<file path="config.mk">
export PLATFORM = sky130hd
export DESIGN_NAME = ibex_shadow_stack_ctrl_flat
export DESIGN_NICKNAME = d
export VERILOG_FILES = /design/src/rtl/ibex_shadow_stack_ctrl_if.sv /design/src/rtl/ibex_shadow_stack_ctrl.sv /design/src/flat_wrapper.sv
export SDC_FILE = /design/constraint.sdc
export NUM_CORES = 1
export LEC_CHECK = 0
export CAP_MARGIN = 0
export CORE_MARGIN = 3
export CORE_UTILIZATION = 48
export CTS_CLUSTER_SIZE = 25
export DETAILED_ROUTE_END_ITERATION = 10
export GPL_TIMING_DRIVEN = 0
export HOLD_SLACK_MARGIN = 0.03
export MAX_ROUTING_LAYER = met4
export PLACE_DENSITY = 0.81
export SLEW_MARGIN = 10
export SYNTH_ARGS = -nofsm -noshare
export SYNTH_HDL_FRONTEND = slang
export SYNTH_SLANG_ARGS = --single-unit
</file>
<file path="constraint.sdc">
create_clock -name clk_i -period 4.8 [get_ports clk_i]
set_input_delay 0.48 -clock clk_i [delete_from_list [all_inputs] [get_ports clk_i]]
set_output_delay 0.48 -clock clk_i [all_outputs]
set_load 0.005 [all_outputs]
</file>
<file path="src/rtl/ibex_shadow_stack_ctrl_if.sv">
// Event and shadow-stack signal bundle for ibex_shadow_stack_ctrl.
// The slave modport is the controller; the master modport is the core/stack side.
interface ibex_shadow_stack_ctrl_if;
    logic        en_i;
    logic        call_valid_i;
    logic [31:0] call_addr_i;
    logic        ret_valid_i;
    logic [31:0] ret_addr_i;
    logic        evt_ready_o;
    logic        ss_push_o;
    logic [31:0] ss_push_data_o;
    logic        ss_pop_o;
    logic [31:0] ss_pop_data_o;
    logic        ss_error_i;
    logic        alarm_o;
    logic [1:0]  alarm_cause_o;
    logic        alarm_clr_i;
    logic        busy_o;

    modport slave (
        input  en_i, call_valid_i, call_addr_i, ret_valid_i, ret_addr_i,
               ss_error_i, alarm_clr_i,
        output evt_ready_o, ss_push_o, ss_push_data_o, ss_pop_o, ss_pop_data_o,
               alarm_o, alarm_cause_o, busy_o
    );

    modport master (
        output en_i, call_valid_i, call_addr_i, ret_valid_i, ret_addr_i,
               ss_error_i, alarm_clr_i,
        input  evt_ready_o, ss_push_o, ss_push_data_o, ss_pop_o, ss_pop_data_o,
               alarm_o, alarm_cause_o, busy_o
    );
endinterface

</file>
<file path="src/rtl/ibex_shadow_stack_ctrl.sv">
// Sequencer between retire stage and shadow stack: queues call/return events, issues
// push/pop strobes and classifies stack errors. Define IBEX_SS_CTRL_LOCK_EN to make ALARM reset-only.
module ibex_shadow_stack_ctrl #(
    parameter int unsigned QUEUE_DEPTH = 4,
    parameter int unsigned STACK_AW    = 8
) (
    input logic                     clk_i,
    input logic                     rst_i,
    ibex_shadow_stack_ctrl_if.slave bus
);

    localparam int unsigned QAW = $clog2(QUEUE_DEPTH);
    localparam logic [STACK_AW-1:0] DEPTH_MAX = '1;

    typedef enum logic [1:0] {IDLE, ISSUE, WAIT, ALARM} state_e;
    typedef enum logic [1:0] {
        CAUSE_NONE = 2'd0,
        CAUSE_OVF  = 2'd1,
        CAUSE_UNF  = 2'd2,
        CAUSE_MIS  = 2'd3
    } cause_e;

    state_e              state_q, state_d;
    cause_e              cause_q, pend_cause_q, pred_cause;
    logic                pend_inc_q;
    logic [STACK_AW-1:0] depth_q;

    logic [32:0]         fifo_q [QUEUE_DEPTH];
    logic [QAW:0]        wr_ptr_q, rd_ptr_q, count, free;
    logic [QAW-1:0]      wr_idx0, wr_idx1;
    logic                fifo_empty, discard, accept, push_call, push_ret;
    logic                head_is_ret, clr_eff;
    logic [31:0]         head_addr;

`ifdef IBEX_SS_CTRL_LOCK_EN
    logic unused_clr;
    assign unused_clr = bus.alarm_clr_i;
    assign clr_eff    = 1'b0;
`else
    assign clr_eff    = bus.alarm_clr_i;
`endif

    assign count      = wr_ptr_q - rd_ptr_q;
    assign free       = (QAW+1)'(QUEUE_DEPTH) - count;
    assign fifo_empty = (count == '0);
    assign discard    = !bus.en_i || (state_q == ALARM);
    assign accept     = !discard && (free >= (QAW+1)'(2));
    assign push_call  = accept && bus.call_valid_i;
    assign push_ret   = accept && bus.ret_valid_i;
    assign wr_idx0    = wr_ptr_q[QAW-1:0];
    assign wr_idx1    = wr_idx0 + QAW'(1);

    assign head_is_ret = fifo_q[rd_ptr_q[QAW-1:0]][32];
    assign head_addr   = fifo_q[rd_ptr_q[QAW-1:0]][31:0];

    // Call takes the lower slot so it is issued before a same-cycle return.
    always_ff @(posedge clk_i) begin
        if (push_call) fifo_q[wr_idx0] <= {1'b0, bus.call_addr_i};
        if (push_ret)  fifo_q[push_call ? wr_idx1 : wr_idx0] <= {1'b1, bus.ret_addr_i};
    end

    always_ff @(posedge clk_i) begin
        if (rst_i) begin
            wr_ptr_q <= '0;
            rd_ptr_q <= '0;
        end else begin
            wr_ptr_q <= wr_ptr_q + (QAW+1)'(push_call) + (QAW+1)'(push_ret);
            if (state_q == ALARM)      rd_ptr_q <= wr_ptr_q;
            else if (state_q == ISSUE) rd_ptr_q <= rd_ptr_q + (QAW+1)'(1);
        end
    end

    always_comb begin
        pred_cause = CAUSE_MIS;
        if (head_is_ret && (depth_q == '0))        pred_cause = CAUSE_UNF;
        if (!head_is_ret && (depth_q == DEPTH_MAX)) pred_cause = CAUSE_OVF;
    end

    // Pops adjust the mirror at issue time (the stack pops even on mismatch);
    // pushes only count once the stack has accepted them without error.
    always_ff @(posedge clk_i) begin
        if (rst_i) begin
            depth_q      <= '0;
            pend_cause_q <= CAUSE_NONE;
            pend_inc_q   <= 1'b0;
            cause_q      <= CAUSE_NONE;
        end else begin
            if (state_q == ISSUE) begin
                pend_cause_q <= pred_cause;
                pend_inc_q   <= !head_is_ret && (depth_q != DEPTH_MAX);
                if (head_is_ret && (depth_q != '0)) depth_q <= depth_q - 1'b1;
            end
            if ((state_q == WAIT) && pend_inc_q && !bus.ss_error_i) depth_q <= depth_q + 1'b1;
            if ((state_q == WAIT) && bus.ss_error_i && !clr_eff)   cause_q <= pend_cause_q;
            if ((state_q == ALARM) && clr_eff)                      cause_q <= CAUSE_NONE;
        end
    end

    always_ff @(posedge clk_i) begin
        if (rst_i) state_q <= IDLE;
        else       state_q <= state_d;
    end

    // WAIT goes straight to ISSUE when more work is queued to sustain one event per two cycles.
    always_comb begin
        state_d = state_q;
        unique case (state_q)
            IDLE:  if (!fifo_empty) state_d = ISSUE;
            ISSUE: state_d = WAIT;
            WAIT: begin
                if (bus.ss_error_i) state_d = clr_eff ? IDLE : ALARM;
                else                state_d = fifo_empty ? IDLE : ISSUE;
            end
            ALARM: if (clr_eff) state_d = IDLE;
            default: state_d = IDLE;
        endcase
    end

    assign bus.ss_push_o      = (state_q == ISSUE) && !head_is_ret;
    assign bus.ss_pop_o       = (state_q == ISSUE) && head_is_ret;
    assign bus.ss_push_data_o = bus.ss_push_o ? head_addr : '0;
    assign bus.ss_pop_data_o  = bus.ss_pop_o ? head_addr : '0;
    assign bus.evt_ready_o    = discard || (free >= (QAW+1)'(2));
    assign bus.alarm_o        = (state_q == ALARM);
    assign bus.alarm_cause_o  = cause_q;
    assign bus.busy_o         = !fifo_empty || (state_q != IDLE);

endmodule

</file>
<file path="src/flat_wrapper.sv">
// flat-port wrapper written by rule: the top's interface ports become plain ports
module ibex_shadow_stack_ctrl_flat 
#(
    parameter int unsigned QUEUE_DEPTH = 4,
    parameter int unsigned STACK_AW    = 8
)
  (clk_i, rst_i, bus_en_i, bus_call_valid_i, bus_call_addr_i, bus_ret_valid_i, bus_ret_addr_i, bus_ss_error_i, bus_alarm_clr_i, bus_evt_ready_o, bus_ss_push_o, bus_ss_push_data_o, bus_ss_pop_o, bus_ss_pop_data_o, bus_alarm_o, bus_alarm_cause_o, bus_busy_o);
  ibex_shadow_stack_ctrl_if bus_i ();
  input logic clk_i;
  input logic rst_i;
  input wire logic [$bits(bus_i.en_i)-1:0] bus_en_i;
  input wire logic [$bits(bus_i.call_valid_i)-1:0] bus_call_valid_i;
  input wire logic [$bits(bus_i.call_addr_i)-1:0] bus_call_addr_i;
  input wire logic [$bits(bus_i.ret_valid_i)-1:0] bus_ret_valid_i;
  input wire logic [$bits(bus_i.ret_addr_i)-1:0] bus_ret_addr_i;
  input wire logic [$bits(bus_i.ss_error_i)-1:0] bus_ss_error_i;
  input wire logic [$bits(bus_i.alarm_clr_i)-1:0] bus_alarm_clr_i;
  output wire logic [$bits(bus_i.evt_ready_o)-1:0] bus_evt_ready_o;
  output wire logic [$bits(bus_i.ss_push_o)-1:0] bus_ss_push_o;
  output wire logic [$bits(bus_i.ss_push_data_o)-1:0] bus_ss_push_data_o;
  output wire logic [$bits(bus_i.ss_pop_o)-1:0] bus_ss_pop_o;
  output wire logic [$bits(bus_i.ss_pop_data_o)-1:0] bus_ss_pop_data_o;
  output wire logic [$bits(bus_i.alarm_o)-1:0] bus_alarm_o;
  output wire logic [$bits(bus_i.alarm_cause_o)-1:0] bus_alarm_cause_o;
  output wire logic [$bits(bus_i.busy_o)-1:0] bus_busy_o;
  assign bus_i.en_i = bus_en_i;
  assign bus_i.call_valid_i = bus_call_valid_i;
  assign bus_i.call_addr_i = bus_call_addr_i;
  assign bus_i.ret_valid_i = bus_ret_valid_i;
  assign bus_i.ret_addr_i = bus_ret_addr_i;
  assign bus_i.ss_error_i = bus_ss_error_i;
  assign bus_i.alarm_clr_i = bus_alarm_clr_i;
  assign bus_evt_ready_o = bus_i.evt_ready_o;
  assign bus_ss_push_o = bus_i.ss_push_o;
  assign bus_ss_push_data_o = bus_i.ss_push_data_o;
  assign bus_ss_pop_o = bus_i.ss_pop_o;
  assign bus_ss_pop_data_o = bus_i.ss_pop_data_o;
  assign bus_alarm_o = bus_i.alarm_o;
  assign bus_alarm_cause_o = bus_i.alarm_cause_o;
  assign bus_busy_o = bus_i.busy_o;
  ibex_shadow_stack_ctrl #(.QUEUE_DEPTH(QUEUE_DEPTH), .STACK_AW(STACK_AW)) u_core (.clk_i(clk_i), .rst_i(rst_i), .bus(bus_i));
endmodule
</file>
==> flow_metrics.tcl, run 1 <==
set metrics [dict create \
    initial_core_util_pct 49.8 \
    powerDensity_nw_per_um2 541 \
    crit_path_max_fanout 17 \
    drc 0 \
    grt_max_degree 18 \
    finalNetCount 851 \
    cp.required_ns 4.93 \
    clock-root-buffer "clkbuf_16" \
    viasPerCell 6.18 \
    ctsResizeCount 0 \
    min_path_type "reg2reg" \
    slew_viol_final 0 \
    multi_input_comb_area_um2 3420 \
    die-area_um2 18300 \
    cts_buffers 17 \
    first_pass_iters 5 \
    critical_path_class "reg2reg" \
    synth_simple_gate_area_share_pct 9.93 \
    clock_sinks 155 \
    cellLeakagePower_nw 3.76 \
    hold_ws_ns 0.451 \
    synth_top_family_by_area "compound AO/OA/AOI/OAI gates" \
    synth-compound-area-share_pct 17.6 \
    yosys.area.top_type "edfxtp_1" \
    crit_chain "inv_1, ha_1, fa_1, ha_1, ha_1, or3b_1, and3_1, and3_1, buf_2, clkbuf_1, nand2b_2, buf_16" \
    outcome "completed" \
    grt_pass1_vias 6400 \
    tightest_slew_ns 0.735 \
    cp_num_buf_inv 4 \
    cp_common_cell "ha_1" \
    num_io_pins 142 \
    period_needed_ns 4.30 \
    slew_headroom_pct 50.8 \
    antennaDiodeCount 0 \
    wl_per_cell_um 22.0 \
    grt_usage_pct 24.9 \
    fmax_mhz 232 \
    post_cts_buffers 0 \
    max_cap_viol_count 0 \
    ctsHoldBuffers 0 \
    finalSetupTns_ns 0 \
    post-place-ws_ns 0.519 \
    async_flop_share_pct 0 \
    drive_gt1_share_pct 12.4 \
    antenna_left 0 \
    synthAdderAreaFrac_pct 3.24 \
    die_w_um 135 \
    synth_area_per_cell_um2 13.4 \
    fin_area_um2 10400 \
    place_area_um2 9850 \
    yosysSeqAreaShare_pct 54.6 \
    port_buffers 140 \
    synth_edf_count 128 \
    end_kind "register" \
    synth_ff_type "edfxtp_1" \
    ys_warn_count 0 \
    clk_latency_ns 0.42 \
    min_period_over_period_pct 89.6 \
    die_h_um 135 \
    synth_area_um2 8030 \
    hold_violations 0 \
    finalPower_mw 5.65 \
    coreArea_um2 16100 \
    yosys.area_share.xor_xnor_pct 0.655 \
    synthToLayoutAreaGrowth_pct 30.1 \
    wirelength_um 21800 \
    cts_tree "done" \
    regArea_um2 4380 \
    arrival_ns 4.43 \
    synth_cells 598 \
    startpoint_type "register" \
    gp_congestion 0.858 \
    synth_top_area_share_pct 47.9 \
    ys_ff_latch 155 \
    skew_ns 0.0118 \
    vias 6114 \
    slowest_stage "dfxtp_1" \
    hpwl_um 14600 \
    rsz0062_at_grt "false" \
    fill_cells 1197 \
    path_delay_family "adder cells" \
    htreeDepth 4 \
    yosysUniqueCellTypes 44 \
    setup_slack_ns 0.497 \
    clk_pin_slew_worst_paths_ns 0.06 \
    drtIter0Drc 558 \
    irDropWorstVdd_uv 328 \
    cts.path.max_buffers 2 \
    grt_pass1_wl_um 33900 \
    rrSetupSlack_ns 0.50 \
    globalRouteOverflowTotal 0 \
    rows 46 \
    synthMuxAreaShare_pct 10.7 \
    antenna_found_initial 0 \
    cpPeakStageDelay_ns 0.56 \
    ys_top_cells_by_area "edfxtp_1 (48%), a22o_1 (14%), mux4_2 (9.3%)" \
    synth_nets 688 \
    setup_viol 0 \
]
==> cell usage after synthesis, types with 7 or more instances <==
| cell type | number |
|---|---|
| clkbuf_1 | 29 |
| dfxtp_1 | 27 |
| mux2i_1 | 8 |
| a21o_1 | 7 |
| mux4_2 | 33 |
| nand2_1 | 15 |
| nor2_1 | 28 |
| edfxtp_1 | 128 |
| buf_2 | 17 |
| a21oi_1 | 10 |
| o21ai_0 | 11 |
| inv_1 | 8 |
| ha_1 | 16 |
| nor2b_1 | 7 |
| a22o_1 | 128 |
| and2_1 | 65 |
==> cell families (layout without fill, tap and decap cells) <==
family | Yosys count | after routing
AOI/OAI and AO/OA | 173 | 173
DFF | 155 | 155
and+or+nand+nor | 143 | 143
buffers and inverters | 58 | 234
muxes | 44 | 44
adders and majority gates | 19 | 19
xor gates and xnor gates | 6 | 6
==> registers in the layout (all words and copies together), names as in the netlist, named ones only <==
signal                    count
u_core.state_q                2
u_core.pend_inc_q             1
u_core.wr_ptr_q               3
u_core.rd_ptr_q               3
u_core.fifo_q               132
u_core.pend_cause_q           2
u_core.depth_q                8
u_core.bus.alarm_cause_o      2
==> power breakdown <==
part	total (mW)	switching, mW	internal, mW
logic	2.28	1.16	1.12
clock network	1.37	0.548	0.819
registers	2.00	0.114	1.89
total	5.65	1.82	3.83
==> layout make-up <==
class	count	share of cell area [%]
clock inverters	14	1.61
well taps	216	2.59
plain buffers	50	2.22
inverters	8	0.288
clock buffers	18	4.11
multi-input cells	385	32.7
repair buffers	144	14.5
flip-flops and latches	155	42.0
==> worst paths after layout <==
| check | startpoint | cells past startpoint | endpoint |
|---|---|---|---|
| setup reg to reg | u_core.wr_ptr_q[0] | 12 | u_core.fifo_q[3][7] |
| setup / recovery | u_core.wr_ptr_q[0] | 12 | u_core.fifo_q[3][7] |
| hold / removal | u_core.fifo_q[2][32] | 1 | u_core.fifo_q[2][32] |
| hold reg to reg | u_core.fifo_q[2][32] | 1 | u_core.fifo_q[2][32] |
==> per-layer routing <==
metal | up-vias | routed length [µm] | track usage, % | part of all wire [%]
met2 | 351 | 11300 | 42.0 | 52
met1 | 3021 | 8260 | 29.7 | 38
met5 | - | 0 | - | 0
li1 | 2692 | - | - | -
met3 | 50 | 1770 | 5.20 | 8.1
met4 | 0 | 478 | 9.52 | 2.2
==> cell usage in the layout (no fill, tap or decap), types with 10 or more instances in the layout <==
cell / count
and2_1: 65
mux4_2: 33
nand2_1: 15
a21oi_1: 10
dfxtp_1: 27
clkdlybuf4s50_1: 140
clkbuf_16: 17
clkbuf_1: 30
nor2_1: 28
a22o_1: 128
buf_2: 17
edfxtp_1: 128
ha_1: 16
==> through the flow <==
stage | cells | utilization (%)
after global routing | 990 | 64.8
after detailed placement | 958 | 61.1
after CTS | 990 | 64.8
after floorplan | 598 | -
final | 990 | 64.8
after global placement | 954 | 60.2
Power figures use the tool's default switching activity.
==> inputs of run 2 (changes only) <==
CELL_PAD_IN_SITES_DETAIL_PLACEMENT = 2   (was not set)
CELL_PAD_IN_SITES_GLOBAL_PLACEMENT = 2   (was not set)
CORE_UTILIZATION = 33   (was 48)
MAX_ROUTING_LAYER = not set   (was met4)
==> run 2 against run 1 <==
Clock power is essentially flat. Critical path type unchanged. Global-route usage shrank 3.4 points. Final cell count rose by 11%. Combinational power grew 5%. Maximum frequency decreased by 2.1%. Clock-buffer cell count shrank 1. Largest power group unchanged.
==> flow_metrics.tcl, run 2 (synthesis results as in run 1) <==
set metrics [dict create \
    gp_congestion 0.779 \
    slew_headroom_pct 40.8 \
    startpoint_type "register" \
    skew_ns 0.00922 \
    final_common_cell "clkdlybuf4s50_1" \
    finalPower_mw 5.81 \
    regMostFlops "u_core.fifo_q" \
    wirelength_um 28100 \
    first_pass_iters 5 \
    die_h_um 162 \
    period_needed_ns 4.39 \
    rows 56 \
    hold_ws_ns 0.462 \
    setup_slack_ns 0.406 \
    num_io_pins 142 \
    clk_pin_slew_worst_paths_ns 0.07 \
    cp.required_ns 4.93 \
    drc 0 \
    grt_max_degree 22 \
    die-area_um2 26200 \
    largestRegisters "u_core.fifo_q (132), u_core.depth_q (8)" \
    die_w_um 162 \
    outcome "completed" \
    clock-root-buffer "clkbuf_16" \
    clock_sinks 155 \
    viasPerCell 5.63 \
    crit_path_max_fanout 17 \
    min_from "u_core.fifo_q[3][32]" \
    arrival_ns 4.53 \
    wl_per_cell_um 25.7 \
    end_kind "register" \
    coreArea_um2 23700 \
    drive_gt1_share_pct 12.5 \
    tightest_slew_ns 0.885 \
    grt_pass1_vias 6956 \
    grt_usage_pct 21.6 \
    setup_viol 0 \
    antenna_found_initial 0 \
    vias 6155 \
    grt_pass1_wl_um 42800 \
    hpwl_um 19100 \
    post_cts_buffers 0 \
    port_buffers 140 \
    critPathLaunch "u_core.wr_ptr_q[0]" \
    cts_tree "done" \
    final_cells 1094 \
    min_path_type "reg2reg" \
    cts_buffers 17 \
    worstReg2RegStart "u_core.wr_ptr_q[0]" \
    powerDensity_nw_per_um2 548 \
    dp.cells 1062 \
    drtIter0Drc 363 \
    antenna_left 0 \
    finalNetCount 852 \
    max_cap_viol_count 0 \
    min_period_over_period_pct 91.6 \
    hold_violations 0 \
    htreeDepth 4 \
    clk_latency_ns 0.44 \
    finalSetupTns_ns 0 \
    antennaDiodeCount 0 \
    post-place-ws_ns 0.268 \
    fmax_mhz 228 \
    cts.path.max_buffers 2 \
    globalRouteOverflowTotal 0 \
    initial_core_util_pct 33.9 \
    final_cell_mix "clkdlybuf4s50_1 (140), a22o_1 (128), edfxtp_1 (128), and2_1 (65), mux4_2 (33)" \
    synthToLayoutAreaGrowth_pct 31.9 \
    cellLeakagePower_nw 3.76 \
    rsz0062_at_grt "false" \
    largest_reg_flops 132 \
    irDropWorstVdd_uv 250 \
    critical_path_class "reg2reg" \
    slew_viol_final 0 \
]
run 2: final cells by class:
type	instances	area, µm²
well taps	319	399
inverters	8	30.0
clock buffers	17	425
clock inverters	15	164
fillers	2424	13100
repair buffers	145	1530
multi-input cells	385	3420
plain buffers	50	231
flip-flops and latches	155	4380
run 2: routing by layer:
layer / GRT usage, % / share of wire [%] / up-vias / wire [µm]
met3: 4.08 / 4.7 / 40 / 1330
met4: 6.20 / 1.7 / 0 / 472
met2: 39.5 / 52 / 221 / 14700
met5: 0 / 0 / - / 0
met1: 25.9 / 41 / 3198 / 11600
li1: - / - / 2696 / -
run 2: critical path: stages (launching register included):
cell      delay [ns]
dfxtp_1         0.59
inv_1           0.23
ha_1            0.25
fa_1            0.47
ha_1            0.22
ha_1            0.28
or3b_1          0.22
and3_1          0.19
and3_1          0.18
buf_2           0.22
clkbuf_1        0.54
nand2b_4        0.47
buf_16          0.21
run 2: timing repair:
| action | 4_1_cts | 5_1_grt |
|---|---|---|
| hold buffers | 0 | 0 |
| setup endpoints to repair | 0 | 16 |
| gates resized for setup | 0 | 1 |
run 2: final timing paths:
check,to,slack (ns),cells past startpoint
setup / recovery,u_core.fifo_q[3][12],0.41,12
hold / removal,u_core.fifo_q[3][32],0.46,1
setup reg to reg,u_core.fifo_q[3][12],0.41,12
hold reg to reg,u_core.fifo_q[3][32],0.46,1
run 2: where the power goes:
| group | switching (mW) | internal [mW] |
|---|---|---|
| Clock | 0.612 | 0.776 |
| Combinational | 1.27 | 1.12 |
| Sequential | 0.133 | 1.89 |
run 2: through the flow:
step / area (µm²) / util [%]
floorplan: 8030 / -
global placement: 9830 / 41.5
detailed placement: 10000 / 42.2
CTS: 10600 / 44.7
global route: 10600 / 44.7
finish: 10600 / 44.7
==> inputs of run 3 (changes only) <==
HOLD_SLACK_MARGIN = 0.05   (was 0.03)
==> results of run 3 <==
No change in the layout: final DEF, timing and power equal those of run 2.
